## src/rtl/ks_audio_pkg.sv

```systemverilog
// Shared constants and helpers for the KS audio path: serial framing modes and
// frame/slot arithmetic used by the transmitter, the KS core and the SPI regmap.
package ks_audio_pkg;

   localparam logic MODE_I2S = 1'b0;
   localparam logic MODE_LJ  = 1'b1;

   function automatic int frame_bits(input int num_ch, input int audio_dw);
      return num_ch * audio_dw;
   endfunction

   // Slot that owns a given bit position within a frame.
   function automatic int slot_index(input int bit_idx, input int audio_dw);
      return bit_idx / audio_dw;
   endfunction

endpackage

```

## src/rtl/ks_sck_gen.sv

```systemverilog
// Serial bit clock generator: divides clk into SCK and flags the launch (SCK fall)
// and capture (SCK rise) ticks. The first tick after enable is always a launch.
module ks_sck_gen #(
   parameter int SCK_DIV = 2
) (
   input  logic clk,
   input  logic rst_n,
   input  logic en_i,
   output logic sck_o,
   output logic launch_o,
   output logic capture_o,
   output logic first_o
);

   localparam int CW = (SCK_DIV > 1) ? $clog2(SCK_DIV) : 1;
   localparam logic [CW-1:0] DIV_LAST = CW'(SCK_DIV - 1);

   logic [CW-1:0] div_cnt_q, div_cnt_d;
   logic          sck_q, sck_d;
   logic          first_q, first_d;

   // NOTE: every variable gets a default before any branch, so no path leaves a
   // value unassigned and no latch is inferred.
   always_comb begin
      div_cnt_d = div_cnt_q;
      sck_d     = sck_q;
      first_d   = first_q;
      launch_o  = 1'b0;
      capture_o = 1'b0;
      if (!en_i) begin
         div_cnt_d = '0;
         sck_d     = 1'b0;
         first_d   = 1'b1;
      end else if (div_cnt_q == DIV_LAST) begin
         div_cnt_d = '0;
         // SCK idles low, so the first wrap after enable is treated as a fall.
         if (sck_q || first_q) begin
            launch_o = 1'b1;
            sck_d    = 1'b0;
            first_d  = 1'b0;
         end else begin
            capture_o = 1'b1;
            sck_d     = 1'b1;
         end
      end else begin
         div_cnt_d = div_cnt_q + CW'(1);
      end
   end

   // NOTE: state registers use non-blocking assignments so every flop samples
   // the pre-edge values regardless of process ordering.
   always_ff @(posedge clk or negedge rst_n) begin
      if (!rst_n) begin
         div_cnt_q <= '0;
         sck_q     <= 1'b0;
         first_q   <= 1'b1;
      end else begin
         div_cnt_q <= div_cnt_d;
         sck_q     <= sck_d;
         first_q   <= first_d;
      end
   end

   assign sck_o   = sck_q;
   assign first_o = first_q;

endmodule

```

## src/rtl/ks_tdm_audio_tx.sv

```systemverilog
// KS audio transmitter: serialises NUM_CH slots of AUDIO_DW bits as I2S (2 slots)
// or TDM (frame-sync pulse), with a double-buffered valid/ready sample input.
module ks_tdm_audio_tx
   import ks_audio_pkg::*;
#(
   parameter int AUDIO_DW = 8,
   parameter int NUM_CH   = 2,
   parameter int SCK_DIV  = 2
) (
   input  logic                       clk,
   input  logic                       rst_n,
   input  logic                       en_i,
   input  logic                       mode_i,
   input  logic [NUM_CH*AUDIO_DW-1:0] sample_i,
   input  logic                       sample_valid_i,
   output logic                       sample_ready_o,
   output logic                       sck_o,
   output logic                       ws_o,
   output logic                       sd_o,
   output logic                       frame_start_o,
   output logic                       underrun_o
);

   localparam int FRAME_BITS = frame_bits(NUM_CH, AUDIO_DW);
   localparam int BW         = $clog2(FRAME_BITS);
   localparam logic [BW-1:0] LAST_BIT = BW'(FRAME_BITS - 1);

   logic                  launch, first_tick, unused_capture;
   logic                  load, boundary;
   logic [BW-1:0]         bit_cnt_q, bit_cnt_d;
   logic [FRAME_BITS-1:0] hold_q, hold_d, hold_serial;
   logic [FRAME_BITS-1:0] shift_q, shift_d, tx_word;
   logic                  hold_full_q, hold_full_d;
   logic                  mode_q, mode_d;
   logic                  sd_q, sd_d, ws_q, ws_d, fs_q, fs_d, ur_q, ur_d;
   logic [BW:0]           ws_pos;

   ks_sck_gen #(.SCK_DIV(SCK_DIV)) u_sck_gen (
      .clk       (clk),
      .rst_n     (rst_n),
      .en_i      (en_i),
      .sck_o     (sck_o),
      .launch_o  (launch),
      .capture_o (unused_capture),
      .first_o   (first_tick)
   );

   // Slot 0 sits in the low bits of sample_i but must leave the shifter first.
   always_comb begin
      hold_serial = '0;
      for (int k = 0; k < NUM_CH; k++)
         hold_serial[(NUM_CH-1-k)*AUDIO_DW +: AUDIO_DW] = hold_q[k*AUDIO_DW +: AUDIO_DW];
   end

   assign load     = sample_valid_i & ~hold_full_q;
   assign boundary = launch & (first_tick | (bit_cnt_q == LAST_BIT));

   always_comb begin
      bit_cnt_d   = bit_cnt_q;
      hold_d      = hold_q;
      shift_d     = shift_q;
      mode_d      = mode_q;
      sd_d        = sd_q;
      ws_d        = ws_q;
      fs_d        = 1'b0;
      ur_d        = 1'b0;
      tx_word     = shift_q;
      ws_pos      = '0;
      if (load) hold_d = sample_i;
      // A boundary consumes the old holding word before a same-cycle load refills it.
      hold_full_d = (hold_full_q & ~boundary) | load;
      if (!en_i) begin
         bit_cnt_d = '0;
         shift_d   = '0;
         sd_d      = 1'b0;
         ws_d      = 1'b0;
      end else if (launch) begin
         if (boundary) begin
            mode_d    = mode_i;
            fs_d      = 1'b1;
            bit_cnt_d = '0;
            if (hold_full_q) begin
               tx_word = hold_serial;
            end else begin
               tx_word = '0;
               ur_d    = 1'b1;
            end
         end else begin
            bit_cnt_d = bit_cnt_q + BW'(1);
         end
         sd_d    = tx_word[FRAME_BITS-1];
         shift_d = tx_word << 1;
         // WS runs one bit ahead of the data in I2S mode.
         ws_pos  = {1'b0, bit_cnt_d} + (BW+1)'(mode_d == MODE_I2S);
         if (ws_pos == (BW+1)'(FRAME_BITS)) ws_pos = '0;
         if (NUM_CH == 2) ws_d = (ws_pos >= (BW+1)'(AUDIO_DW));
         else             ws_d = (ws_pos == '0);
      end
   end

   // NOTE: the holding and shift registers are reset along with the control
   // state, so a frame after reset can never replay stale audio.
   always_ff @(posedge clk or negedge rst_n) begin
      if (!rst_n) begin
         bit_cnt_q   <= '0;
         hold_q      <= '0;
         hold_full_q <= 1'b0;
         shift_q     <= '0;
         mode_q      <= MODE_I2S;
         sd_q        <= 1'b0;
         ws_q        <= 1'b0;
         fs_q        <= 1'b0;
         ur_q        <= 1'b0;
      end else begin
         bit_cnt_q   <= bit_cnt_d;
         hold_q      <= hold_d;
         hold_full_q <= hold_full_d;
         shift_q     <= shift_d;
         mode_q      <= mode_d;
         sd_q        <= sd_d;
         ws_q        <= ws_d;
         fs_q        <= fs_d;
         ur_q        <= ur_d;
      end
   end

   assign sample_ready_o = ~hold_full_q;
   assign sd_o           = sd_q;
   assign ws_o           = ws_q;
   assign frame_start_o  = fs_q;
   assign underrun_o     = ur_q;

endmodule
```

## config.mk

```make
export PLATFORM = sky130hd
export DESIGN_NAME = ks_tdm_audio_tx
export DESIGN_NICKNAME = d
export VERILOG_FILES = /design/src/rtl/ks_audio_pkg.sv /design/src/rtl/ks_sck_gen.sv /design/src/rtl/ks_tdm_audio_tx.sv
export SDC_FILE = /design/constraint.sdc
export NUM_CORES = 1
export LEC_CHECK = 0
export BUFFER_PORTS_ARGS = -buffer_cell sky130_fd_sc_hd__buf_2
export CAP_MARGIN = 20
export CORE_ASPECT_RATIO = 2
export CORE_UTILIZATION = 26
export DETAILED_ROUTE_END_ITERATION = 8
export GPL_ROUTABILITY_DRIVEN = 0
export SYNTH_ARGS = -nofsm -noshare
export SYNTH_HDL_FRONTEND = slang
export SYNTH_SLANG_ARGS = --single-unit
```

## constraint.sdc

```tcl
create_clock -name clk -period 6.5 [get_ports clk]
set_input_delay 0.325 -clock clk [delete_from_list [all_inputs] [get_ports clk]]
set_output_delay 0.325 -clock clk [all_outputs]
set_load 0.01 [all_outputs]
```

==> impl_metrics.toml <==
[run_status]
status = "finished, final reports clean"

[power]
p_sw_uw = 229.3
power.density_mw_per_mm2 = 347.1
internal-power_uw = 587.5
share_comb_of_total_power = 0.225
p_leak_nw = 1.082
clkPwrFrac = 0.295
p_sw_frac = 0.2808
peakVddDrop_mv = 0.2024
seqPwrFrac = 0.480

[synthesis]
yosysUniqueCellTypes = 37
synth_area_leader_cell = "dfrtp_1"
ys_seq_area_frac = 0.5513
synth_compound_area_frac = 0.1552
synth_xor_area_frac = 0.008761
synth_warnings = 0
synth.net_count = 197
synth_cells = 173
synth_adder_area_share = 0.01877
synth.area.top_cells = "dfrtp_1 (54%), mux2_1 (5.1%), and3_1 (5.0%)"
synth_top_family_by_area = "compound AO/OA/AOI/OAI gates"
synthesis.area_sq_mm = 0.001999
async_flop_share = 1.000
synthSimpleGateAreaFrac = 0.1233
ys_top_cells_by_count = "dfrtp_1 (43), nand2_1 (19), o21ai_1 (18), and3_1 (16), a21oi_1 (11)"
synth.most_common_cell = "dfrtp_1"
synthFlopType = "dfrtp_1"
avgSynthCellArea_sq_um = 11.56
synth-edff-count = 0
synthMuxAreaShare = 0.1026
ys_seq_elements = 44
synth_top_cell_area_share = 0.5382

[global_routing]
grt-ovfl-total = 0
grt_pass1_wl_um = 6610
grt_pass1_vias = 1401
grt.total_usage = 0.1082
grt_max_degree = 45
antenna_found_initial = 0

[sta]
rsz0062_at_grt = "no"
hold_violations = 0
maxSlewViolCount = 0
timing.final.crit_period_ps = 2769
tns_ps = 0
fmax_mhz = 361.2
setup_viol = 0
tightest_slew_ps = 826.4
slew_headroom = 0.4491
skew_ps = 5.555
post-route-period-util = 0.4260

[layout]
fillerInstances = 755
multi_input_area_sq_um = 817.0
instances_no_fill = 293
nets = 224
area_delta_synth_final_pct = 17.71
antenna_cells = 0
final_area_sq_mm = 0.002354
seqCellArea_sq_mm = 0.001102
layout-drive-gt1-share = 0.2786

[clock_network]
ctsHtreeMaxLevel = 2
cts_tree = "yes"
clock_path_buffers = 2
hold_buffers = 0
cts_made_buffers = 5
postCtsSetupRepairBufs = 0
clk_latency_ps = 290
cts_sinks = 44
path_clk_slew_ps = 60
cts-root-buf = "clkbuf_16"
cts_resized = 0

[route]
drt_pass1_iterations = 4
vias_per_cell = 4.676
wl_per_cell_um = 12.74
final_antenna_net_count = 0
finalWirelength_um = 3734
vias = 1370
drt_iter0_drc = 21
drc = 0

[critical_path]
critical_path.cell_chain = "ha_1 -> a31oi_4 -> nor2_4 -> mux2_4 -> inv_2 -> ha_1 -> ha_1 -> o21ai_0 -> nand4_1 -> mux2i_1 -> o21ai_1"
slowest_stage = "a31oi_4"
cp_max_fo = 17
critPathMostFrequentCell = "ha_1"
worstSetupPathType = "reg2reg"
cp.required_ps = 6670
arrival_ps = 2940
worstSetupEndpointType = "flop"
critical_path.top_delay_family = "compound AO/OA/AOI/OAI gates"
cp_num_buf_inv = 1
start_kind = "flop"
slowest_delay_ps = 550

[placed_design]
dp_cells = 283
post_dp_cell_area_sq_mm = 0.002187
portBuffers = 26
dp_hpwl_um = 2672

[die]
ios = 27
core_sq_mm = 0.007322
die-area_sq_mm = 0.008066
initial_utilization = 0.2731
die_width_um = 64.01
row_count = 44
die-height_um = 126.0

[hold_path]
worstHoldPathType = "in2reg"

[run]
maxCapViolCount = 0
## final timing paths
kind,startpoint,end,slack (ps),cells after the start
worst min-delay path,sample_i[8],hold_q[8],250,2
min in group asynchronous,rst_n,hold_q[2],380,2
max in group asynchronous,rst_n,u_sck_gen.first_o,5660,3
worst max register to register,bit_cnt_q[0],ws_o,3730,11
worst min register to register,hold_q[4],hold_q[4],480,1
worst max-delay path,bit_cnt_q[0],ws_o,3730,11
## power by group through the flow
stage | Combinational (mW) | Sequential [mW] | Clock (mW)
finish | 0.184 | 0.392 | 0.241
global route | 0.210 | 0.402 | 0.263
CTS | 0.186 | 0.393 | 0.250
detailed placement | 0.186 | 0.398 | 0
global placement | 0.181 | 0.396 | 0
floorplan | 0.157 | 0.376 | 0
## flip-flops by register name, summed over array words and instances (netlist names)
register and count:
hold_q 16, shift_q 15, bit_cnt_q 4, frame_start_o 1, hold_full_q 1, mode_q 1, sd_o 1, u_sck_gen.div_cnt_q 1
u_sck_gen.first_o 1, u_sck_gen.sck_o 1, underrun_o 1, ws_o 1
## metal layers
metal | wire (um) | track usage | vias to the layer above
met4 | 144 | 0.08021 | 0
met2 | 2010 | 0.1827 | 25
li1 | - | - | 665
met1 | 1463 | 0.1151 | 671
met3 | 115 | 0.02355 | 9
met5 | 0 | 0 | -
## through the flow
stage               worst slack [ps]  total power [mW]  utilization  hold slack [ps]
floorplan                       4160            0.5323            -            29.41
global placement                3800            0.5779       0.2987            459.3
detailed placement              3715            0.5831       0.2987            473.6
CTS                             3709            0.8293       0.3173            237.3
global route                    3481            0.8755       0.3214            252.9
finish                          3731            0.8168       0.3214            252.8
## logic make-up (layout without fill, tap and decap cells)
group                    after synthesis  count (layout)
XOR/XNOR                               2               2
buffers and inverters                 13              41
AO/OA/AOI/OAI                         46              46
adder cells (fa/ha/maj)                3               3
AND/OR/NAND/NOR                       47              47
multiplexers                          18              18
flip-flops                            44              44
## layout by cell type, fill, tap and decap left out, types with 2 or more instances in the layout
cell / instances
mux2_2: 7
mux2_1: 9
clkbuf_1: 3
nor2_1: 3
nand2_1: 19
clkbuf_16: 5
a21oi_2: 4
nor2b_1: 2
ha_1: 3
o21ai_0: 2
o21ai_1: 18
and3_1: 16
inv_1: 3
dfrtp_1: 43
a21oi_1: 11
o21ai_2: 4
xor2_1: 2
buf_2: 26
## layout make-up
cell class	count	share of cell area
tap	92	0.04891
clock buffer	8	0.05795
sequential	44	0.4684
timing repair buffer	29	0.07124
inverter	4	0.006380
multi-input combinational	116	0.3472
Note: power is estimated with default switching activity, not from simulation.
